### src/rtl/ex_p2s_pkg.sv
// Shared frame constants and CRC-4 for the serial frame link (transmitter,
// receiver and bench model all use the same definitions).
package ex_p2s_pkg;

   localparam logic [3:0] PREAMBLE  = 4'hA;
   localparam logic [3:0] CRC_INIT  = 4'hF;
   localparam int unsigned FRAME_LEN = 25;
   localparam int unsigned BODY_LEN  = 21;

   // CRC over {rnw, addr, data}, seeded with CRC_INIT.
   function automatic logic [3:0] calc_crc4(input logic [16:0] b);
      logic [3:0] i;
      logic [3:0] c;
      i = CRC_INIT;
      c[0] = b[15]^b[11]^b[10]^b[9]^b[8]^b[6]^b[4]^b[3]^b[0]^i[2];
      c[1] = b[16]^b[15]^b[12]^b[8]^b[7]^b[6]^b[5]^b[3]^b[1]^b[0]^i[2]^i[3];
      c[2] = b[16]^b[13]^b[9]^b[8]^b[7]^b[6]^b[4]^b[2]^b[1]^i[0]^i[3];
      c[3] = b[14]^b[10]^b[9]^b[8]^b[7]^b[5]^b[3]^b[2]^i[1];
      return c;
   endfunction

endpackage

### src/rtl/ex_s2p.sv
// Serial-to-parallel frame receiver: hunts for the preamble, shifts in the
// 21-bit body, checks its CRC and keeps a saturating CRC error count.
module ex_s2p
   import ex_p2s_pkg::*;
#(
   parameter int unsigned ERR_CNT_W = 8
) (
   input  logic                 clk,
   input  logic                 rst_n,
   input  logic                 sdata,
   output logic                 frame_valid,
   output logic                 rnw,
   output logic [7:0]           addr,
   output logic [7:0]           data,
   output logic                 crc_err,
   output logic [ERR_CNT_W-1:0] err_cnt
);

   typedef enum logic {HUNT, BODY} state_t;

   state_t      state;
   logic [3:0]  window;
   logic [20:0] body;
   logic [4:0]  cnt;
   logic [20:0] body_next;
   logic        crc_bad;

   // The last body bit is taken straight from sdata so outputs register on it.
   always_comb begin
      body_next = {body[19:0], sdata};
      crc_bad   = (calc_crc4(body_next[20:4]) != body_next[3:0]);
   end

   always_ff @(posedge clk) begin
      if (!rst_n) begin
         state       <= HUNT;
         window      <= '0;
         body        <= '0;
         cnt         <= '0;
         frame_valid <= 1'b0;
         rnw         <= 1'b0;
         addr        <= '0;
         data        <= '0;
         crc_err     <= 1'b0;
         err_cnt     <= '0;
      end else begin
         frame_valid <= 1'b0;
         case (state)
            HUNT: begin
               window <= {window[2:0], sdata};
               if ({window[2:0], sdata} == PREAMBLE) begin
                  state <= BODY;
                  cnt   <= '0;
               end
            end
            BODY: begin
               body <= body_next;
               cnt  <= cnt + 5'd1;
               if (cnt == 5'(BODY_LEN - 1)) begin
                  frame_valid <= 1'b1;
                  rnw         <= body_next[20];
                  addr        <= body_next[19:12];
                  data        <= body_next[11:4];
                  crc_err     <= crc_bad;
                  if (crc_bad && (err_cnt != '1))
                     err_cnt <= err_cnt + ERR_CNT_W'(1);
                  state  <= HUNT;
                  window <= '0;
               end
            end
            default: state <= HUNT;
         endcase
      end
   end

endmodule

### config.mk
export PLATFORM = sky130hd
export DESIGN_NAME = ex_s2p
export DESIGN_NICKNAME = d
export VERILOG_FILES = /design/src/rtl/ex_p2s_pkg.sv /design/src/rtl/ex_s2p.sv
export SDC_FILE = /design/constraint.sdc
export NUM_CORES = 1
export LEC_CHECK = 0
export ABC_AREA = 0
export BUFFER_PORTS_ARGS = -buffer_cell sky130_fd_sc_hd__buf_2
export CORE_MARGIN = 8
export CORE_UTILIZATION = 55
export DETAILED_ROUTE_END_ITERATION = 7
export GPL_TIMING_DRIVEN = 0
export PLACE_DENSITY = 0.85
export SLEW_MARGIN = 20
export SYNTH_ARGS = -nofsm -noshare
export SYNTH_HDL_FRONTEND = slang
export SYNTH_SLANG_ARGS = --single-unit
### constraint.sdc
create_clock -name clk -period 6.3 [get_ports clk]
set_input_delay 0.945 -clock clk [delete_from_list [all_inputs] [get_ports clk]]
set_output_delay 0.945 -clock clk [all_outputs]
set_load 0.005 [all_outputs]
==> results of run 1 <==
==> layer usage <==
layer / GRT usage / share of wire / vias up
met5: 0 / 0 / -
met4: 0.07895 / 0.019 / 0
met3: 0.04004 / 0.059 / 11
met2: 0.2827 / 0.50 / 40
met1: 0.1803 / 0.42 / 901
li1: - / - / 955
==> worst paths after layout <==
path	from	to	cells past startpoint
setup / recovery	sdata	err_cnt[5]	8
hold reg to reg	addr[5]	addr[5]	2
hold / removal	addr[5]	addr[5]	2
setup reg to reg	body[5]	err_cnt[6]	7
==> sequential cells by signal, indices dropped and copies added, names as in the netlist <==
signal,count
body,20
addr,8
data,8
err_cnt,8
cnt,5
window,3
crc_err,1
frame_valid,1
rnw,1
state,1
==> cell type report <==
| cell class | count | area (um2) |
|---|---|---|
| tap | 52 | 65.06 |
| buffer | 13 | 48.80 |
| fill | 391 | 1580 |
| inverter | 7 | 26.28 |
| clock buffer | 6 | 82.58 |
| timing repair buffer | 28 | 140.1 |
| sequential | 56 | 1121 |
| clock inverter | 2 | 15.01 |
| multi-input combinational | 190 | 1215 |
==> critical path: cells and delay by family <==
family	cells	cell delay [ps]
xor gates and xnor gates	3	730
AOI/OAI and AO/OA	1	290
and+or+nand+nor	2	260
buffers and inverters	1	140
muxes	1	140
==> power by group through the flow <==
stage	Clock (mW)	Sequential (mW)	Combinational, mW
2_1_floorplan	0	0.363	0.00924
3_3_place_gp	0	0.363	0.0128
3_5_place_dp	0	0.364	0.0132
4_1_cts	0.211	0.355	0.0132
5_1_grt	0.221	0.356	0.0145
6_report	0.206	0.355	0.0131
==> layout by cell type (no fill, tap or decap), drive strengths merged, types with 2 or more instances in the layout <==
| cell type | Yosys | layout |
|---|---|---|
| a22oi | 3 | 3 |
| inv | 5 | 5 |
| clkinvlp | 0 | 2 |
| nand2b | 3 | 3 |
| clkinv | 2 | 2 |
| ha | 3 | 3 |
| xnor2 | 18 | 18 |
| dfxtp | 56 | 56 |
| nand3 | 10 | 10 |
| nor3 | 3 | 3 |
| a21o | 2 | 2 |
| clkbuf | 10 | 16 |
| nand2 | 47 | 47 |
| mux2i | 24 | 24 |
| xor2 | 3 | 3 |
| buf | 3 | 31 |
| or2 | 2 | 2 |
| nor2 | 32 | 32 |
| a21oi | 27 | 27 |
| xnor3 | 4 | 4 |
==> logic make-up after synthesis <==
group | Yosys count | share of synthesized area
adders and majority gates | 3 | 0.01557
and+or+nand+nor | 101 | 0.1770
xor gates and xnor gates | 25 | 0.1137
muxes | 24 | 0.1048
buffers and inverters | 20 | 0.03114
AOI/OAI and AO/OA | 37 | 0.09289
DFF | 56 | 0.4650
==> metrics by stage <==
step	utilization	hold WS [ps]	power [mW]	area (um2)	setup slack (ps)
6_report	0.6320	455.2	0.5743	2714	4020
5_1_grt	0.6320	479.7	0.5906	2714	3850
4_1_cts	0.6320	459.2	0.5799	2714	4002
3_5_place_dp	0.6093	445.4	0.3768	2616	3650
3_3_place_gp	0.6093	438.7	0.3762	2616	3684
2_1_floorplan	-	440.6	0.3726	2411	3976
==> summary.txt, run 1 <==
Critical path
  • Worst EP arrival: around 2500 ps
  • CP max FO: 10
  • Worst-case register-to-register setup slack: approximately 4100 ps
  • CP required: roughly 6500 ps
  • Slowest cell on crit path: xnor3_1
  • Startpoint type of the worst setup path: input pin
  • Largest stage delay, worst path: 430 ps
  • Setup CP Type: in2reg
  • Critical path, cell by cell: buf_2 -> xor2_1 -> xnor3_1 -> xnor2_1 -> nor2_1 -> a21oi_4 -> nand4_1 -> mux2i_1
  • CP endpoint kind: flop

Power and ir drop
  • LEAKAGE: a little over 1 nW
  • Peak supply drop: 0.1020 mV
  • Part of the power in combinational logic: 0.023
  • Part of the power in registers: 0.619
  • Sw Ratio: 0.2208
  • Internal power: between 0.4 and 0.5 mW
  • Clock Power Share: 0.359
  • P_sw: around 0.13 mW
  • PD cells: approximately 210 nW/um2

Yosys
  • Post-synthesis instance area: around 2400 um2
  • Syn nets: 272
  • Ys async rst share: 0
  • Share of the synthesized area in the top cell type: 0.4650
  • Synth Flop Type: dfxtp_1
  • Yosys warns: 0
  • Synth cell types: 31
  • Most frequent cells after synthesis: 56 x dfxtp_1, 47 x nand2_1, 32 x nor2_1
  • Top-count cell post-synth: dfxtp_1
  • Average cell area after synthesis: a little over 9 um2
  • Yosys reg bits: 56
  • Cells after synthesis: between 200 and 300
  • Post-synth EDFFs: 0
  • Leading post-synthesis cells by cell area: dfxtp_1 46%, mux2i_1 9.5%, nand2_1 7.3%
  • Share of the yosys chip area belonging to registers: 0.4650
  • Largest area contributor in the netlist: dfxtp_1

Timing
  • Final setup viols: 0
  • Final Hold Viols: 0
  • Total Neg Setup Slack: 0 ps
  • RSZ-0062 raised after global routing: false
  • Slew Limit Headroom: 0.5139
  • Layout Skew: 13.00 ps
  • Post-route minimum period: between 2000 and 2500 ps
  • Slew @ Worst Pin: between 700 and 800 ps
  • Max Slew Vio Count: 0
  • Max Fclk: around 0.44 GHz
  • Crit share post-route: 0.3619

Die
  • Placeable Area: between 4000 and 5000 um2
  • I/O pin cnt: 30
  • Starting Density: 0.5615
  • Die height: 82.21 um
  • Die width: 82.21 um
  • Rows: 24
  • Die area: a little under 7000 um2

Global routing
  • First-pass GRT wire length: 8.404 mm
  • Vias in the first global route: roughly 1900
  • Largest net degree at the start of global routing: 18
  • GRT Total Usage: 0.1623
  • Antenna violations before repair: 0
  • Grt total ovfl: 0

Clocking
  • Resize count post-CTS: 0
  • Root Buffer: clkbuf_8
  • Setup bufs post-CTS: 0
  • Clock transition at the registers of the reported paths: 100 ps
  • Clk_lat worst skew: 320 ps
  • CTS Hold Buffers Added: 0
  • CTS Buf Count: 5
  • H-tree depth: 2
  • CTS tree: yes
  • CTS sink count: between 50 and 60
  • Worst-case clock buffer depth: 2

Final layout
  • Nets: just over 300
  • Fin cells: approximately 350
  • Area growth from synthesis to layout: 12.56%
  • Share of layout cells above drive strength 1: 0.1325
  • Diode count: 0

Route
  • Starting DRT DRC Count: 71
  • First drt pass iteration count: 4
  • Antenna viol nets, final: 0
  • DRC viols: 0
  • DR WL/cell: roughly 14 um
  • Routed WL: 5.078 mm
  • Via-to-Cell Ratio: ~5.4
  • Via count: ~1900

Outcome
  • Status: finished, final reports clean

Placed design
  • Inst Count DP: roughly 350
  • Post-DP HPWL: between 3 and 4 mm
  • Buffers on Ports: 28
  • GP Congestion: around 0.82

Run
  • Max-cap violations: 0

Min path
  • Worst min-delay path class: reg2reg
(Power assumes the default switching activity.)
==> run 2: changes to the inputs <==
--- a/config.mk
+++ b/config.mk
@@ -5,7 +5,7 @@
 export SDC_FILE = /design/constraint.sdc
 export NUM_CORES = 1
 export LEC_CHECK = 0
-export ABC_AREA = 0
+export ABC_AREA = 1
 export BUFFER_PORTS_ARGS = -buffer_cell sky130_fd_sc_hd__buf_2
 export CORE_MARGIN = 8
 export CORE_UTILIZATION = 55
==> constraint.sdc (replaced) <==
create_clock -name clk -period 2.16 [get_ports clk]
set_input_delay 0.324 -clock clk [delete_from_list [all_inputs] [get_ports clk]]
set_output_delay 0.324 -clock clk [all_outputs]
set_load 0.005 [all_outputs]
==> run 2 against run 1 <==
  * Non-clock buffer count increased by 6
  * Flip-flop and latch count did not move
  * Register-to-register slack lost 3800 ps
  * Via count up 28%
  * Critical endpoint is now data[7]
  * Largest power group unchanged
==> summary.txt, run 2 <==
Outcome
  • Status: finished, final reports clean

Global routing
  • First-pass GRT wire length: 10.25 mm (+22%)
  • GRT Total Usage: 0.1719 (+0.009672)
  • Largest net degree at the start of global routing: 16 (-2)
  • Grt total ovfl: 0 (unchanged)
  • Antenna violations before repair: 0 (unchanged)
  • Vias in the first global route: 2273 (+22%)

Min path
  • Worst min-delay path class: in2reg
  • Hold Path Origin: sdata

Die
  • Rows: 25 (+4.2%)
  • Die width: 85.63 um (+4.2%)
  • Die area: 7332 um2 (+8.5%)
  • I/O pin cnt: 30 (unchanged)
  • Placeable Area: 4692 um2 (+9.3%)
  • Starting Density: 0.5683 (+0.006786)
  • Die height: 85.63 um (+4.2%)

Route
  • DR WL/cell: 13.40 um (-6.6%)
  • Antenna viol nets, final: 0 (unchanged)
  • DRC viols: 0 (unchanged)
  • Via count: 2442 (+28%)
  • First drt pass iteration count: 5 (+1)
  • Starting DRT DRC Count: 134 (+89%)
  • Via-to-Cell Ratio: 5.403 (+0.29%)
  • Routed WL: 6.058 mm (+19%)

Yosys
  • Most frequent cells after synthesis: 81 x nand2_1, 56 x dfxtp_1, 34 x nand3_1, 34 x o21ai_0, 31 x a21oi_1
  • Syn nets: 366 (+35%)
  • Synth cell types: 24 (-23%)
  • Average cell area after synthesis: 7.406 um2 (-18%)
  • Largest family of logic cells by synthesized area: simple AND/OR/NAND/NOR gates
  • Post-synthesis instance area: 2666 um2 (+11%)
  • Ys async rst share: 0 (unchanged)
  • Yosys warns: 0 (unchanged)
  • Simple-gate share of the synthesized area: 0.2787 (+0.1018)
  • Cells after synthesis: 360 (+35%)
  • Synth Area in Compound Gates: 0.1309 (+0.03803)
  • Xor/xnor share of the synthesized area: 0.08212 (-0.03153)
  • Post-synthesis mux area share: 0 (-0.1048)
  • Share of the yosys chip area belonging to registers: 0.4205 (-0.04451)
  • Synth Flop Type: dfxtp_1
  • Largest area contributor in the netlist: dfxtp_1
  • Yosys reg bits: 56 (unchanged)
  • Adder-cell share of the synthesized area: 0.01408 (-0.001490)
  • Share of the synthesized area in the top cell type: 0.4205 (-0.04451)
  • Post-synth EDFFs: 0 (unchanged)
  • Leading post-synthesis cells by cell area: dfxtp_1 42%, nand2_1 11%, nand3_1 6.4%
  • Top-count cell post-synth: nand2_1

Clocking
  • H-tree depth: 2 (unchanged)
  • Setup bufs post-CTS: 0 (unchanged)
  • Clock transition at the registers of the reported paths: 90 ps (about the same)
  • CTS Buf Count: 5 (unchanged)
  • CTS tree: yes
  • CTS sink count: 56 (unchanged)
  • Worst-case clock buffer depth: 2 (unchanged)
  • Resize count post-CTS: 0 (unchanged)
  • CTS Hold Buffers Added: 0 (unchanged)
  • Clk_lat worst skew: 310 ps (about the same)
  • Root Buffer: clkbuf_8

Timing
  • Final setup viols: 0 (unchanged)
  • Final hold slack: 291.0 ps (-164.3 ps)
  • Final Hold Viols: 0 (unchanged)
  • Max Fclk: between 0.5 and 0.6 GHz
  • Crit share post-route: 0.8485
  • Post-route minimum period: roughly 1800 ps
  • Slew @ Worst Pin: 478.8 ps (-250.3 ps)
  • Layout Skew: 6.662 ps (-6.333 ps)
  • Max Slew Vio Count: 0 (unchanged)
  • RSZ-0062 raised after global routing: false
  • Slew Limit Headroom: 0.6808 (+0.1669)
  • Total Neg Setup Slack: 0 ps (unchanged)

Final layout
  • Max reg flops: 20 (unchanged)
  • Fin cells: 452 (+28%)
  • Most common cell after layout, fill and taps aside: nand2_1
  • Largest Register: body
  • Share of layout cells above drive strength 1: 0.1482 (+0.01579)
  • Nets: 403 (+31%)
  • # fillers: 423 (+8.2%)
  • Area growth from synthesis to layout: 11.64%
  • Commonest cells after routing, fill and taps aside: 81 x nand2_1, 56 x dfxtp_1, 34 x nand3_1, 34 x o21ai_0, 33 x buf_2
  • Diode count: 0 (unchanged)

Critical path
  • CP required: 2350 ps (-4170 ps)
  • Startpoint type of the worst setup path: flop
  • CP endpoint kind: flop
  • CP max FO: 10 (unchanged)
  • Worst setup startpoint: cnt[0]
  • Worst EP arrival: 2020 ps (-480 ps)
  • Reg2Reg Launch Point: cnt[0]
  • Setup CP Type: reg2reg

Power and ir drop
  • LEAKAGE: 1.334 nW (+30%)
  • PD cells: 570.6 nW/um2 (+170%)
  • Peak supply drop: 0.4510 mV (+340%)

Placed design
  • Inst Count DP: 443 (+28%)
  • Post-DP HPWL: 4.636 mm (+24%)
  • GP Congestion: 0.9122 (+11%)
  • Buffers on Ports: 29 (+3.6%)

Run
  • Max-cap violations: 0 (unchanged)
run 2: changes by cell type in the layout (fill, tap and decap cells not counted), sizes merged, moves of 5 or more:
cell | previous run | this run
nand2 | 47 | 90
inv | 5 | 33
a21oi | 27 | 32
nor2 | 32 | 18
o21ai | 1 | 34
nand4 | 1 | 7
mux2i | 24 | 0
buf | 31 | 36
xor2 | 3 | 12
nand3 | 10 | 36
xnor2 | 18 | 13
run 2: critical path, cell delays in order, from the launching register on:
cell,delay [ps]
dfxtp_1,350
inv_1,80
ha_1,200
nand4_1,150
nor2_4,60
inv_2,170
nor2_4,80
inv_1,140
clkbuf_1,350
o21ai_0,140
run 2: where the power goes:
group / internal (mW) / leakage (nW) / switching [mW] / total (mW)
Clock: 0.262 / 0.0455 / 0.318 / 0.580
Combinational: 0.0238 / 0.837 / 0.0521 / 0.0759
Sequential: 1.04 / 0.452 / 0.00517 / 1.04
run 2: cells by family (layout without fill, tap and decap cells):
kind of cell    Yosys count  count (layout)
buf+inv                  50              88
xor+xnor                 25              25
simple gates            158             158
fa+ha+maj                 3               3
compound gates           68              68
flops                    56              56
run 2: layout make-up:
class                   instances  area [um2]  area share
plain buffers                  17       72.57     0.02438
clock buffers                   8       90.09     0.03026
inverters                      33       123.9     0.04161
multi-input cells             254        1349      0.4531
flip-flops and latches         56        1121      0.3766
well taps                      54       67.56     0.02270
repair buffers                 30       152.6     0.05128
run 2: layer usage:
metal  up-vias  global-route usage  wire length, um
met5         -                   0                0
met4         0             0.09236              172
met3        14             0.03534              264
met2        57              0.2983             3058
met1      1129              0.1927             2562
li1       1242                   -                -
run 2: path summary, 6_finish.rpt:
| kind | cells past startpoint | slack [ps] | endpoint |
|---|---|---|---|
| setup / recovery | 9 | 330 | data[7] |
| hold / removal | 3 | 290 | window[0] |
| setup reg to reg | 9 | 330 | data[7] |
| hold reg to reg | 2 | 480 | addr[7] |
run 2: metrics by stage:
stage	total power [mW]	area, um2	setup slack (ps)	utilization
4_1_cts	1.712	2969	101.2	0.6328
3_3_place_gp	1.139	2879	197.3	0.6136
6_report	1.699	2977	327.1	0.6344
5_1_grt	1.761	2977	115.1	0.6344
3_5_place_dp	1.142	2879	140.4	0.6136
2_1_floorplan	1.123	2666	556.8	-
==> run 3: changes to the inputs <==
--- a/config.mk
+++ b/config.mk
@@ -5,7 +5,7 @@
 export SDC_FILE = /design/constraint.sdc
 export NUM_CORES = 1
 export LEC_CHECK = 0
-export ABC_AREA = 1
+export ABC_AREA = 0
 export BUFFER_PORTS_ARGS = -buffer_cell sky130_fd_sc_hd__buf_2
 export CORE_MARGIN = 8
 export CORE_UTILIZATION = 55
==> constraint.sdc (replaced) <==
create_clock -name clk -period 1.85 [get_ports clk]
set_input_delay 0.2775 -clock clk [delete_from_list [all_inputs] [get_ports clk]]
set_output_delay 0.2775 -clock clk [all_outputs]
set_load 0.005 [all_outputs]
==> run 3 against run 2 <==
  * The flow now finishes with violations (setup timing)
  * Fmax shrank 9.4%
  * Core utilization is 4.1 points higher
  * Routed wire length is 9.4% lower
  * Via count fell by 21%
  * Clock power grew 36%
  * Total power increased by 20%
  * Sequential share of layout area rose by 1.6 points
  * First-iteration DRC count increased by 29%
  * Cell count down 20%
  * Highest routed layer unchanged
==> summary.txt, run 3 (same netlist as run 1, synthesis figures left out) <==
Power and ir drop
  • Sw Ratio: 0.2061 (-0.01486)
  • Part of the power in registers: 0.591 (-0.023)
  • Part of the power in combinational logic: 0.023 (-0.022)
  • Total power draw: 2.041 mW (+20%)
  • Clock Power Share: 0.386 (+0.044)
  • P_sw: 0.4206 mW (+12%)
  • LEAKAGE: 1.110 nW (-17%)
  • Internal power: 1.620 mW (+22%)
  • PD cells: 703.7 nW/um2 (+23%)
  • Peak supply drop: 0.5638 mV (+25%)

Critical path
  • Setup CP Type: reg2reg
  • CP endpoint kind: flop
  • CP dominant cell by count: xnor3_1
  • Worst-case register-to-register setup slack: -170 ps (-500 ps)
  • CP required: 2090 ps (-260 ps)
  • Reg2Reg Launch Point: body[5]
  • Reg2reg path depth: 7 (-2)
  • FF-to-FF End: err_cnt[4]
  • Critical path, cell by cell: xnor3_1 -> xnor3_1 -> or2_4 -> mux2i_4 -> a21oi_2 -> a21o_1 -> a21oi_1
  • CP max FO: 5 (-5)
  • Worst EP arrival: 2260 ps (+240 ps)
  • Largest stage delay, worst path: 420 ps (+70 ps)
  • Startpoint type of the worst setup path: flop
  • Slowest cell on crit path: xnor3_1

Final layout
  • Diode count: 0 (unchanged)
  • Fin cells: 361 (-20%)
  • Area occupied by multi-input gates: 1320 um2 (-2.1%)
  • Commonest cells after routing, fill and taps aside: 46 x dfxtp_1, 45 x nand2_1, 30 x nor2_1, 28 x buf_2, 24 x a21oi_1
  • Largest Register: body
  • # fillers: 346 (-18%)
  • Max reg flops: 20 (unchanged)
  • Core Util, Final: 0.6754 (+0.04101)
  • Area growth from synthesis to layout: 20.29%
  • Nets: 314 (-22%)
  • Most common cell after layout, fill and taps aside: dfxtp_1
  • Share of layout cells above drive strength 1: 0.2427 (+0.09448)
  • Reg area: 1139 um2 (+1.6%)

Clocking
  • Clk_lat worst skew: 310 ps (about the same)
  • Clock transition at the registers of the reported paths: 100 ps (about the same)
  • Root Buffer: clkbuf_8
  • H-tree depth: 2 (unchanged)
  • CTS Hold Buffers Added: 0 (unchanged)
  • CTS tree: yes
  • CTS sink count: 56 (unchanged)
  • CTS Buf Count: 5 (unchanged)
  • Worst-case clock buffer depth: 2 (unchanged)

Global routing
  • Grt total ovfl: 0 (unchanged)
  • First-pass GRT wire length: 9.087 mm (-11%)
  • Met3 usage: 0.03463 (-0.0007070)
  • Antenna violations before repair: 0 (unchanged)
  • GR met1 Demand/Resource: 0.2142 (+0.02150)
  • Vias in the first global route: 1940 (-15%)
  • Largest net degree at the start of global routing: 20 (+4)
  • Met2 Usage GRT: 0.2897 (-0.008566)
  • GRT Total Usage: 0.1735 (+0.001567)
  • Top Usage Layer GRT: met2

Min path
  • Hold Path Origin: sdata
  • Min-Delay Path Depth: 3 (unchanged)
  • Hold EP: window[0]
  • Worst min-delay path class: in2reg

Timing
  • Max Slew Vio Count: 0 (unchanged)
  • Slew Limit Headroom: 0.4715 (-0.2093)
  • Crit share post-route: 1.093 (+0.2445)
  • Slew @ Worst Pin: 792.7 ps (+313.9 ps)
  • Setup ws final: -172.1 ps (-499.2 ps)
  • Final setup viols: 9 (+9)
  • Layout Skew: 13.29 ps (+6.632 ps)
  • Post-route minimum period: 2022 ps (+189.2 ps)
  • Max Fclk: 0.4945 GHz (-9.4%)
  • Total Neg Setup Slack: -1040 ps (-1040 ps)
  • Final Hold Viols: 0 (unchanged)
  • RSZ-0062 raised after global routing: true

Die
  • Die height: 82.21 um (-4.0%)
  • Die area: 6758 um2 (-7.8%)
  • Starting Density: 0.5615 (-0.006786)
  • Die width: 82.21 um (-4.0%)
  • I/O pin cnt: 30 (unchanged)
  • Placeable Area: 4294 um2 (-8.5%)
  • Rows: 24 (-4.0%)

Route
  • Via-to-Cell Ratio: 5.360 (-0.79%)
  • First drt pass iteration count: 4 (-1)
  • Antenna viol nets, final: 0 (unchanged)
  • Routed WL: 5.488 mm (-9.4%)
  • DR WL/cell: 15.20 um (+13%)
  • Via count: 1935 (-21%)
  • Starting DRT DRC Count: 173 (+29%)
  • DRC viols: 0 (unchanged)

Outcome
  • Status: complete, but fails checks
  • Violated checks: setup timing

Placed design
  • GP Congestion: 0.7929 (-13%)
  • Post-DP HPWL: 3.646 mm (-21%)
  • Post-place setup slack: -274.4 ps (-414.8 ps)
  • Inst Count DP: 346 (-22%)
  • Buffers on Ports: 28 (-3.4%)

Run
  • Max-cap violations: 0 (unchanged)
==> run 3: cell types whose count changed in the layout (fill, tap and decap cells not counted), moves of 7 or more <==
cell     before  now
o21ai_0      34    0
a21oi_1      31   24
inv_1        30    5
nand2_2       9    2
xnor2_2       0    7
dfxtp_1      56   46
nand2_1      81   45
xor2_1       12    2
dfxtp_2       0    8
nand3_1      34   10
nor2_1       15   30
mux2i_1       0   23
==> run 3: worst max-delay path: cells and delay by family (launching register included) <==
family | cells | cell delay [ps]
XOR/XNOR | 2 | 690
flip-flops | 1 | 330
AO/OA/AOI/OAI | 3 | 450
multiplexers | 1 | 230
AND/OR/NAND/NOR | 1 | 250
==> run 3: layout make-up <==
class,count,share of cell area
Inverter,7,0.009060
Sequential cell,56,0.3926
Clock buffer,6,0.02502
Clock inverter,2,0.01208
Buffer,11,0.01467
Timing Repair Buffer,36,0.06903
Multi-Input combinational cell,191,0.4551
Tap cell,52,0.02243
==> run 3: worst max-delay path by stage <==
stage / from / to / slack, ps / cells after the start
after detailed placement: cnt[0] / addr[4] / -270 / 7
final: body[5] / err_cnt[4] / -170 / 7
after CTS: body[5] / err_cnt[5] / -80 / 7
after global placement: cnt[0] / crc_err / -220 / 8
after global routing: body[5] / err_cnt[4] / -250 / 7
after floorplan: body[11] / err_cnt[5] / 20 / 7
==> run 3: timing repair <==
| item | in CTS | in global routing |
|---|---|---|
| gates cloned | 1 | 0 |
| endpoints found under the setup margin | 20 | 19 |
| pin swaps | 4 | 4 |
| buffers inserted | 5 | 3 |
| gates resized for setup | 19 | 12 |
==> run 3: power by group through the flow <==
stage                     Clock (mW)  Sequential, mW  Combinational [mW]
after floorplan                    0            1.24              0.0315
after global placement             0            1.24              0.0432
after detailed placement           0            1.24              0.0446
after CTS                      0.790            1.21              0.0456
after global routing           0.842            1.21              0.0523
final                          0.788            1.21              0.0466
==> run 3: metrics by stage <==
stage	cell area, um2	hold slack [ps]
3_3_place_gp	2618	439.1
5_1_grt	2900	286.6
6_report	2900	259.8
3_5_place_dp	2618	444.8
2_1_floorplan	2412	425.1
4_1_cts	2824	266.3
==> run 3: metal layers <==
metal	wire length [um]	vias to the layer above
li1	-	963
met1	2317	917
met2	2857	51
met3	271	4
met4	41	0
met5	0	-
